--- config.mk ---
export PLATFORM = sky130hd
export DESIGN_NAME = synth_voice_bank
export DESIGN_NICKNAME = d
export VERILOG_FILES = /design/src/rtl/synth_voice_bank.sv
export SDC_FILE = /design/constraint.sdc
export NUM_CORES = 1
export LEC_CHECK = 0
export CAP_MARGIN = 15
export CORE_MARGIN = 3
export CORE_UTILIZATION = 55
export CTS_CLUSTER_SIZE = 24
export DETAILED_ROUTE_END_ITERATION = 12
export PLACE_DENSITY = 0.81
export SETUP_SLACK_MARGIN = 0.02
export SYNTH_ARGS = -nofsm -noshare
export SYNTH_HDL_FRONTEND = slang
export SYNTH_SLANG_ARGS = --single-unit
export TNS_END_PERCENT = 50
--- constraint.sdc ---
create_clock -name clk -period 9.1 [get_ports clk]
set_input_delay 1.82 -clock clk [delete_from_list [all_inputs] [get_ports clk]]
set_output_delay 1.82 -clock clk [all_outputs]
set_load 0.02 [all_outputs]
--- src/rtl/synth_voice_bank.sv ---
// synth_voice_bank: CPU-writable parameter bank for NVOICES voices, plus the
// shared sample tick and a sequential, volume-scaled, saturating PCM mixer.
//
// Ports:
//   clk, rst            clock, synchronous active-high reset
//   addr/data_in/wen/ren/data_out/ready
//                       register access: 0..NVOICES-1 voice, NVOICES master,
//                       above that ignored (reads 0, still acknowledged)
//   sample_tick         one-clk strobe every 2**SAMPLECLOCK_DIV clk
//   voice_gate/note/tune/attack/decay
//                       per-voice parameters, updated only on sample_tick
//   voice_pcm           per-voice signed samples, held stable between ticks
//   pcm, pcm_valid      mixed output sample and its one-clk strobe
//
// Optional feature macro: SYNTH_RETRIGGER_EN (re-writing gate=1 to a gated
// voice drops voice_gate for one sample period to restart the envelope).
module synth_voice_bank #(
    parameter int unsigned NVOICES         = 8,
    parameter int unsigned BITDEPTH        = 14,
    parameter int unsigned OUT_W           = 14,
    parameter int unsigned SAMPLECLOCK_DIV = 8
) (
    input  logic                        clk,
    input  logic                        rst,
    input  logic [4:0]                  addr,
    input  logic [31:0]                 data_in,
    output logic [31:0]                 data_out,
    input  logic                        wen,
    input  logic                        ren,
    output logic                        ready,
    output logic                        sample_tick,
    output logic [NVOICES-1:0]          voice_gate,
    output logic [NVOICES*7-1:0]        voice_note,
    output logic [NVOICES*7-1:0]        voice_tune,
    output logic [NVOICES*8-1:0]        voice_attack,
    output logic [NVOICES*8-1:0]        voice_decay,
    input  logic [NVOICES*BITDEPTH-1:0] voice_pcm,
    output logic [OUT_W-1:0]            pcm,
    output logic                        pcm_valid
);

    localparam int unsigned ADDR_W = 5;
    localparam int unsigned IDX_W  = $clog2(NVOICES);
    localparam int unsigned ACC_W  = BITDEPTH + 4;
    localparam int unsigned PROD_W = ACC_W + 10;
    localparam int unsigned SCL_W  = PROD_W - 8;

    localparam logic signed [SCL_W-1:0] SAT_HI = SCL_W'((2 ** (OUT_W - 1)) - 1);
    localparam logic signed [SCL_W-1:0] SAT_LO = ~SAT_HI;

    // Field layout matches the voice register bits [30:0].
    typedef struct packed {
        logic [6:0] tune;
        logic [7:0] attack;
        logic [7:0] decay;
        logic [6:0] note;
        logic       gate;
    } voice_t;

    typedef enum logic [1:0] {
        S_IDLE  = 2'd0,
        S_ACC   = 2'd1,
        S_SCALE = 2'd2,
        S_OUT   = 2'd3
    } state_t;

    // Register access / bank state
    logic                       ready_r_q, ready_r_d;
    logic [31:0]                data_out_q, data_out_d;
    voice_t                     stg_q [NVOICES];
    voice_t                     stg_d [NVOICES];
    voice_t                     out_q [NVOICES];
    voice_t                     out_d [NVOICES];
    logic [7:0]                 volume_q, volume_d;
    logic                       mute_q, mute_d;
    logic [NVOICES-1:0]         retrig_q, retrig_d;
    logic [SAMPLECLOCK_DIV-1:0] cnt_q, cnt_d;
    logic                       sample_tick_q, sample_tick_d;

    // Mixer state
    state_t                     state_q, state_d;
    logic [IDX_W-1:0]           idx_q, idx_d;
    logic signed [ACC_W-1:0]    acc_q, acc_d;
    logic signed [SCL_W-1:0]    scl_q, scl_d;
    logic [OUT_W-1:0]           pcm_q, pcm_d;
    logic                       pcm_valid_q, pcm_valid_d;

    // Combinational helpers
    logic                       req, commit, wr_en, is_voice, is_master, tick_now;
    logic [IDX_W-1:0]           vidx;
    logic [31:0]                rdata;
    logic signed [BITDEPTH-1:0] vpcm [NVOICES];
    logic [8:0]                 gain;
    logic signed [PROD_W-1:0]   prod;

    // Address decode and readback of the staged contents
    always_comb begin
        req       = wen | ren;
        commit    = req & ~ready_r_q;
        wr_en     = commit & wen;
        is_voice  = addr < ADDR_W'(NVOICES);
        is_master = addr == ADDR_W'(NVOICES);
        vidx      = addr[IDX_W-1:0];
        rdata     = '0;
        if (is_voice) begin
            rdata = {1'b0, stg_q[vidx]};
        end else if (is_master) begin
            rdata = {mute_q, 23'd0, volume_q};
        end
    end

    // Handshake, staging bank writes, tick counter and shadow copy
    always_comb begin
        ready_r_d     = req;
        data_out_d    = data_out_q;
        stg_d         = stg_q;
        out_d         = out_q;
        volume_d      = volume_q;
        mute_d        = mute_q;
        retrig_d      = retrig_q;
        cnt_d         = cnt_q + 1'b1;
        tick_now      = &cnt_q;
        sample_tick_d = tick_now;

        // Read data is captured before the write lands, so wen+ren shows old contents.
        if (commit) begin
            data_out_d = rdata;
        end

        // Shadow copy uses the pre-edge staging bank; a write on this edge waits a period.
        if (tick_now) begin
            for (int i = 0; i < NVOICES; i++) begin
                out_d[i]      = stg_q[i];
                out_d[i].gate = stg_q[i].gate & ~retrig_q[i];
            end
            retrig_d = '0;
        end

        if (wr_en) begin
            if (is_voice) begin
                if (data_in[31]) begin
                    stg_d[vidx] = voice_t'(data_in[30:0]);
                end else begin
                    stg_d[vidx].note = data_in[7:1];
                    stg_d[vidx].gate = data_in[0];
                end
`ifdef SYNTH_RETRIGGER_EN
                if (data_in[0] && stg_q[vidx].gate) begin
                    retrig_d[vidx] = 1'b1;
                end
`endif
            end else if (is_master) begin
                volume_d = data_in[7:0];
                mute_d   = data_in[31];
            end
        end
    end

    // Unpack the flat voice sample bus
    always_comb begin
        for (int i = 0; i < NVOICES; i++) begin
            vpcm[i] = voice_pcm[BITDEPTH*i +: BITDEPTH];
        end
    end

    // Mixer FSM: next state and datapath
    always_comb begin
        state_d     = state_q;
        idx_d       = idx_q;
        acc_d       = acc_q;
        scl_d       = scl_q;
        pcm_d       = pcm_q;
        pcm_valid_d = 1'b0;
        gain        = {1'b0, volume_q} + 9'd1;
        prod        = PROD_W'(acc_q) * PROD_W'($signed({1'b0, gain}));

        case (state_q)
            S_IDLE: begin
                if (sample_tick_q) begin
                    acc_d   = '0;
                    idx_d   = '0;
                    state_d = S_ACC;
                end
            end
            S_ACC: begin
                acc_d = acc_q + ACC_W'(vpcm[idx_q]);
                if (idx_q == IDX_W'(NVOICES - 1)) begin
                    state_d = S_SCALE;
                end else begin
                    idx_d = idx_q + 1'b1;
                end
            end
            S_SCALE: begin
                scl_d   = mute_q ? '0 : SCL_W'(prod >>> 8);
                state_d = S_OUT;
            end
            S_OUT: begin
                if (scl_q > SAT_HI) begin
                    pcm_d = OUT_W'(SAT_HI);
                end else if (scl_q < SAT_LO) begin
                    pcm_d = OUT_W'(SAT_LO);
                end else begin
                    pcm_d = OUT_W'(scl_q);
                end
                pcm_valid_d = 1'b1;
                state_d     = S_IDLE;
            end
            default: state_d = S_IDLE;
        endcase
    end

    // State registers
    always_ff @(posedge clk) begin
        if (rst) begin
            ready_r_q     <= 1'b0;
            data_out_q    <= '0;
            volume_q      <= 8'hFF;
            mute_q        <= 1'b0;
            retrig_q      <= '0;
            cnt_q         <= '0;
            sample_tick_q <= 1'b0;
            for (int i = 0; i < NVOICES; i++) begin
                stg_q[i] <= '0;
                out_q[i] <= '0;
            end
            state_q       <= S_IDLE;
            idx_q         <= '0;
            acc_q         <= '0;
            scl_q         <= '0;
            pcm_q         <= '0;
            pcm_valid_q   <= 1'b0;
        end else begin
            ready_r_q     <= ready_r_d;
            data_out_q    <= data_out_d;
            volume_q      <= volume_d;
            mute_q        <= mute_d;
            retrig_q      <= retrig_d;
            cnt_q         <= cnt_d;
            sample_tick_q <= sample_tick_d;
            stg_q         <= stg_d;
            out_q         <= out_d;
            state_q       <= state_d;
            idx_q         <= idx_d;
            acc_q         <= acc_d;
            scl_q         <= scl_d;
            pcm_q         <= pcm_d;
            pcm_valid_q   <= pcm_valid_d;
        end
    end

    // Flatten shadowed voice parameters onto the output buses
    always_comb begin
        for (int i = 0; i < NVOICES; i++) begin
            voice_gate[i]          = out_q[i].gate;
            voice_note[7*i +: 7]   = out_q[i].note;
            voice_tune[7*i +: 7]   = out_q[i].tune;
            voice_attack[8*i +: 8] = out_q[i].attack;
            voice_decay[8*i +: 8]  = out_q[i].decay;
        end
    end

    assign ready       = ready_r_q & req;
    assign data_out    = data_out_q;
    assign sample_tick = sample_tick_q;
    assign pcm         = pcm_q;
    assign pcm_valid   = pcm_valid_q;

endmodule

; ---- Yosys cells after proc, flatten, opt, wreduce, memory -nomap -nowiden
; Cells that the tools add are included.
[totals]
latchBits = 0
ramBits = 0
romBits = 0
wordCells = 158
reg_bits = 605
inputBits = 153
output_inout_bits = 297
memories = 0
[op_classes]
bitwise = 8
n_addsub = 4
div = 0
shifts = 0
eq_ne = 8
reduce_logical = 9
multipliers = 1
order_cmp = 6
n_mux = 30
[op_table]
columns = op, n
row1 = $bwmux W248, 3
row2 = $demux W31 S3, 3
row3 = $mux W248, 1
row4 = $bmux W31 S3, 1
row5 = $mux W31, 3
row6 = $mux W32, 2
row7 = $mux W14, 4
row8 = $bmux W14 S3, 1
row9 = $pmux W18 S2, 1
row10 = $mul A18 B10 Y28, 1
row11 = $gt A20 B14 Y1 const B, 1
row12 = $lt A20 B14 Y1 const B, 1
row13 = $mux W20, 1
row14 = $add A18 B14 Y18, 1
row15 = $mux W18, 1
row16 = $add A8 B1 Y9 const B, 1
row17 = $add A8 B1 Y8 const B, 1
row18 = $ge A4 B4 Y1 const B, 2
row19 = $mux W8, 1
row20 = $not A3 Y4, 2
row21 = $pmux W2 S4, 1
row22 = $reduce_and A8 Y1, 1
row23 = $mux W3, 2
row24 = $ne A2 B2 Y1 const B, 3
row25 = 18 further kinds, 27

; ---- Depth between registers and ports, before layout
[depth]
ltp_word = 8
mapped_depth = 24
depth_no_buf = 23

; ---- Worst setup path before layout
; OpenSTA, ideal clock, no wires.
[synth_path]
path_kind = reg-to-reg
startpoint = register volume_q[0]
endpoint = register scl_q[18]
t_arrival_ps = 6158
stages_incl_launch_ff = 22
period_less_slack_ps = 6276
setup_ps = 117
path_slack_ps = 2824
t_required_ps = 8983
n_path_buf = 2
path_cell_list = dfxtp_1 clkbuf_1 nand3_1 xnor2_1 clkbuf_1 nand2_1 fa_1 inv_1 fa_1 fa_1 fa_1 inv_1 fa_1 inv_1 ha_1 a21oi_1 o21ai_0 a311oi_1 a21oi_1 o31a_1 or3_1 a32o_1
[synth_via]
elab_chain_cells = 3
[synth_rtl]
columns = element, line_no
row1 = "start, declared", 74  ; logic [7:0] volume_q, volume_d;
row2 = "start signal, assigned", 235  ; volume_q <= volume_d;
row3 = $add A8 B1 Y9, 174  ; gain = {1'b0, volume_q} + 9'd1;
row4 = $mul A18 B10 Y28, 175  ; prod = PROD_W'(acc_q) * PROD_W'($signed({1'b0, gain}));
row5 = $mux W20, 194  ; scl_d = mute_q ? '0 : SCL_W'(prod >>> 8);
row6 = "end signal, assigned", 245  ; scl_q <= scl_d;
row7 = "end, declared", 84  ; logic signed [SCL_W-1:0] scl_q, scl_d;
; No other way between the ends.
; A chain may end at the register's enable or synchronous reset.

; ---- Final worst setup path
; Ends and elaborated chain as after synthesis.

==> results.cfg <==
[outcome]
outcome = completed

[setup_path]
crit_chain = ha_1 > nand3_1 > nor2_1 > and3_1 > and2_1 > ha_1 > fa_1 > fa_1 > fa_1 > inv_1 > fa_1 > inv_1 > ha_1 > a21oi_1 > o21ai_0 > a311oi_1 > a21oi_1 > o31a_1 > or3_1 > a32o_1
cp_slowest_cell = dfxtp_1
worstPathArrival_ns = 7.50
cp_num_buf_inv = 2
crit_path_start_kind = flop
crit-reg2reg-launch = volume_q[0]
reg2reg_depth = 20
worstReg2RegEnd = scl_q[18]
crit_required_ns = 9.60
end_kind = flop
reg2reg_slack_ns = 2.11
crit_family = adder cells
critical_path.max_stage_delay_ns = 0.80
path_max_fanout = 22
crit_top_cell = fa_1
worstSetupPathType = flop to flop

[cts]
ctsResizeCount = 0
ctsHoldBuffers = 0
cts_tree = yes
clock_path_buffers = 3
root_buffer = clkbuf_16
clk_latency_ns = 0.66
clk_pin_slew_ns = 0.06
ctsHtreeMaxLevel = 2
cts-buffers-inserted = 59
cts_setup_buffers = 0
cts.sinks = 605

[synthesis]
avgSynthCellArea_um2 = 8.44
syn-num-nets = 3959
ys.flop_type = dfxtp_1
synth_area_leaders = dfxtp_1 (40%), nand2_1 (13%), a21oi_1 (9.0%), fa_1 (9.0%), mux4_2 (6.5%)
ys_seq_area_share_pct = 40.0
synth_warnings = 0
synthDistinctLibCells = 67
synthCells = 3585
async_flop_share_pct = 0
yosysTopAreaCellShare_pct = 40.0
synth_area_leader_cell = dfxtp_1
mappedNetlistArea_um2 = 30300
ys_ff_latch = 605
synth_edf_count = 0

[timing]
max_slew_margin_pct = 17.8
maxSlewViolCount = 0
fin_crit_sh_pct = 76.8
finalHoldViolCount = 0
max_freq_mhz = 143
worst_pin_slew_ns = 1.23
final-setup-viol-count = 0
fin_skew_ns = 0.0484
setup_ws_ns = 2.11
finalSetupTns_ns = 0
rsz0062_at_grt = false
period_minus_slack_ns = 6.99

[layout]
design_area_um2 = 36900
fin_nets = 4237
drive_gt1_share_pct = 6.68
nFillCells = 4286
syn2layout_area_growth_pct = 21.8

[power_and_ir_drop]
switchingPower_mw = 1.26
clkPwrFrac_pct = 45.7
internal-power_mw = 4.16
p_leak_nw = 13.9
p_seq_share_pct = 49.1
ir_drop_mv = 0.147
p_per_area_nw_per_um2 = 147
switching_share_pct = 23.3
pwr-share-comb_pct = 5.1

[routing]
vias_per_cell = 5.80
ant_nets = 0
drtPass1Iterations = 5
vias = 26700
routedWlPerCell_um = 20.7
dr.first_iter.drc_count = 2683
route.detailed.drc = 0
wl_mm = 95.6

[min_path]
min_from = voice_tune[20]
hold_path_end = voice_tune[20]
hold_class = flop to flop
holdPathStages = 2

[global_routing]
grt_pass1_wl_mm = 145
grt_overflow = 0
grt_usage_pct = 32.2
grt_pass1_vias = 25900
antenna_found_initial = 8
grt_max_degree = 247

[placement]
place.gp.congestion = 0.896
post-place-ws_ns = 2.20
dp_hpwl_mm = 66.9
place_area_um2 = 34900
port_buffers = 449

[floorplan]
die_area_um2 = 57900
die_w_um = 241
io_pins = 450
die_h_um = 241
rows = 85
start_util_pct = 55.9
core-area_um2 = 54100

[run]
maxCapViolCount = 0
==> layer usage <==
metal | GRT usage (%) | vias up | routed length [um]
met5 | 0 | - | 23
met4 | 15.3 | 4 | 4600
met3 | 8.11 | 247 | 9380
met2 | 52.2 | 1237 | 45300
met1 | 40.5 | 13000 | 36300
li1 | - | 12300 | -
==> power groups by stage <==
stage | Combinational [mW] | Clock, mW | Sequential (mW)
2_1_floorplan | 0.159 | 0 | 2.72
3_3_place_gp | 0.271 | 0 | 2.72
3_5_place_dp | 0.274 | 0 | 2.72
4_1_cts | 0.275 | 2.50 | 2.66
5_1_grt | 0.297 | 2.61 | 2.66
6_report | 0.279 | 2.48 | 2.66
==> final cells by class <==
type	count	area, um^2	share of cell area, %
antenna	7	17.5	0.0475
clock buffer	84	1700	4.61
clock inverter	21	262	0.710
inverter	188	706	1.91
multi-input combinational	2523	16400	44.5
sequential	605	12100	32.9
tap	696	871	2.36
timing repair buffer	486	4780	13.0
==> tightest hold or removal path, stage by stage (launching register included) <==
cell and delay (ns):
dfxtp_1 0.31, nand2_1 0.05, a21oi_1 0.05
==> layout by cell type (no fill, tap or decap), types with 28 or more instances in the layout <==
| cell | instances |
|---|---|
| nand2_1 | 1055 |
| dfxtp_1 | 604 |
| a21oi_1 | 545 |
| clkdlybuf4s50_1 | 445 |
| inv_1 | 186 |
| nor2_1 | 172 |
| fa_1 | 136 |
| mux4_2 | 88 |
| ha_1 | 85 |
| and2_1 | 63 |
| clkbuf_16 | 59 |
| mux2i_1 | 44 |
| buf_4 | 38 |
| o21ai_0 | 32 |
| nand2b_1 | 31 |
| nor2b_1 | 28 |
==> per-stage QoR <==
step	utilization [%]	hold slack [ns]	cells	power, mW
after floorplan	-	0.418	3585	2.88
after global placement	64.4	0.429	4498	2.99
after detailed placement	64.4	0.442	4498	3.00
after CTS	68.1	0.451	4603	5.44
after global routing	68.1	0.465	4608	5.57
final	68.1	0.449	4610	5.42
==> how the worst max path moves through the flow <==
| stage | depth (start not counted) | endpoint | start | slack (ns) |
|---|---|---|---|---|
| after detailed placement | 23 | scl_q[18] | volume_q[0] | 2.20 |
| after global placement | 23 | scl_q[18] | volume_q[0] | 2.35 |
| after floorplan | 21 | scl_q[18] | volume_q[0] | 2.82 |
| after global routing | 20 | scl_q[18] | volume_q[0] | 1.70 |
| after CTS | 20 | scl_q[18] | volume_q[0] | 2.18 |
| final | 20 | scl_q[18] | volume_q[0] | 2.11 |
==> cells in the mapped netlist, drive strengths merged (3+ instances only) <==
cell and instances:
a211o 10, and2 64, a21oi 545, a32o 3, fa 136, o31ai 4
nand4 13, o21ai 38, a211oi 5, mux2i 45, nand2 1056, xor2 16
or2 7, a22oi 25, or3 8, nor2b 28, nor4 4, a32oi 3
xnor2 28, a31oi 6, mux4 88, nor3 12, buf 74, dfxtp 605
and3 6, ha 85, a21o 9, a22o 3, o211ai 3, clkbuf 195
nand3 19, a222oi 8, nand2b 31, nor2 179, mux2 15, inv 187
==> cell families after synthesis <==
logic type / share of synthesized area, %
adders and majority gates: 12.5
DFF: 40.0
and+or+nand+nor: 19.4
buffers and inverters: 5.95
AOI/OAI and AO/OA: 12.2
muxes: 8.59
xor gates and xnor gates: 1.27
Power figures use the tool's default switching activity.
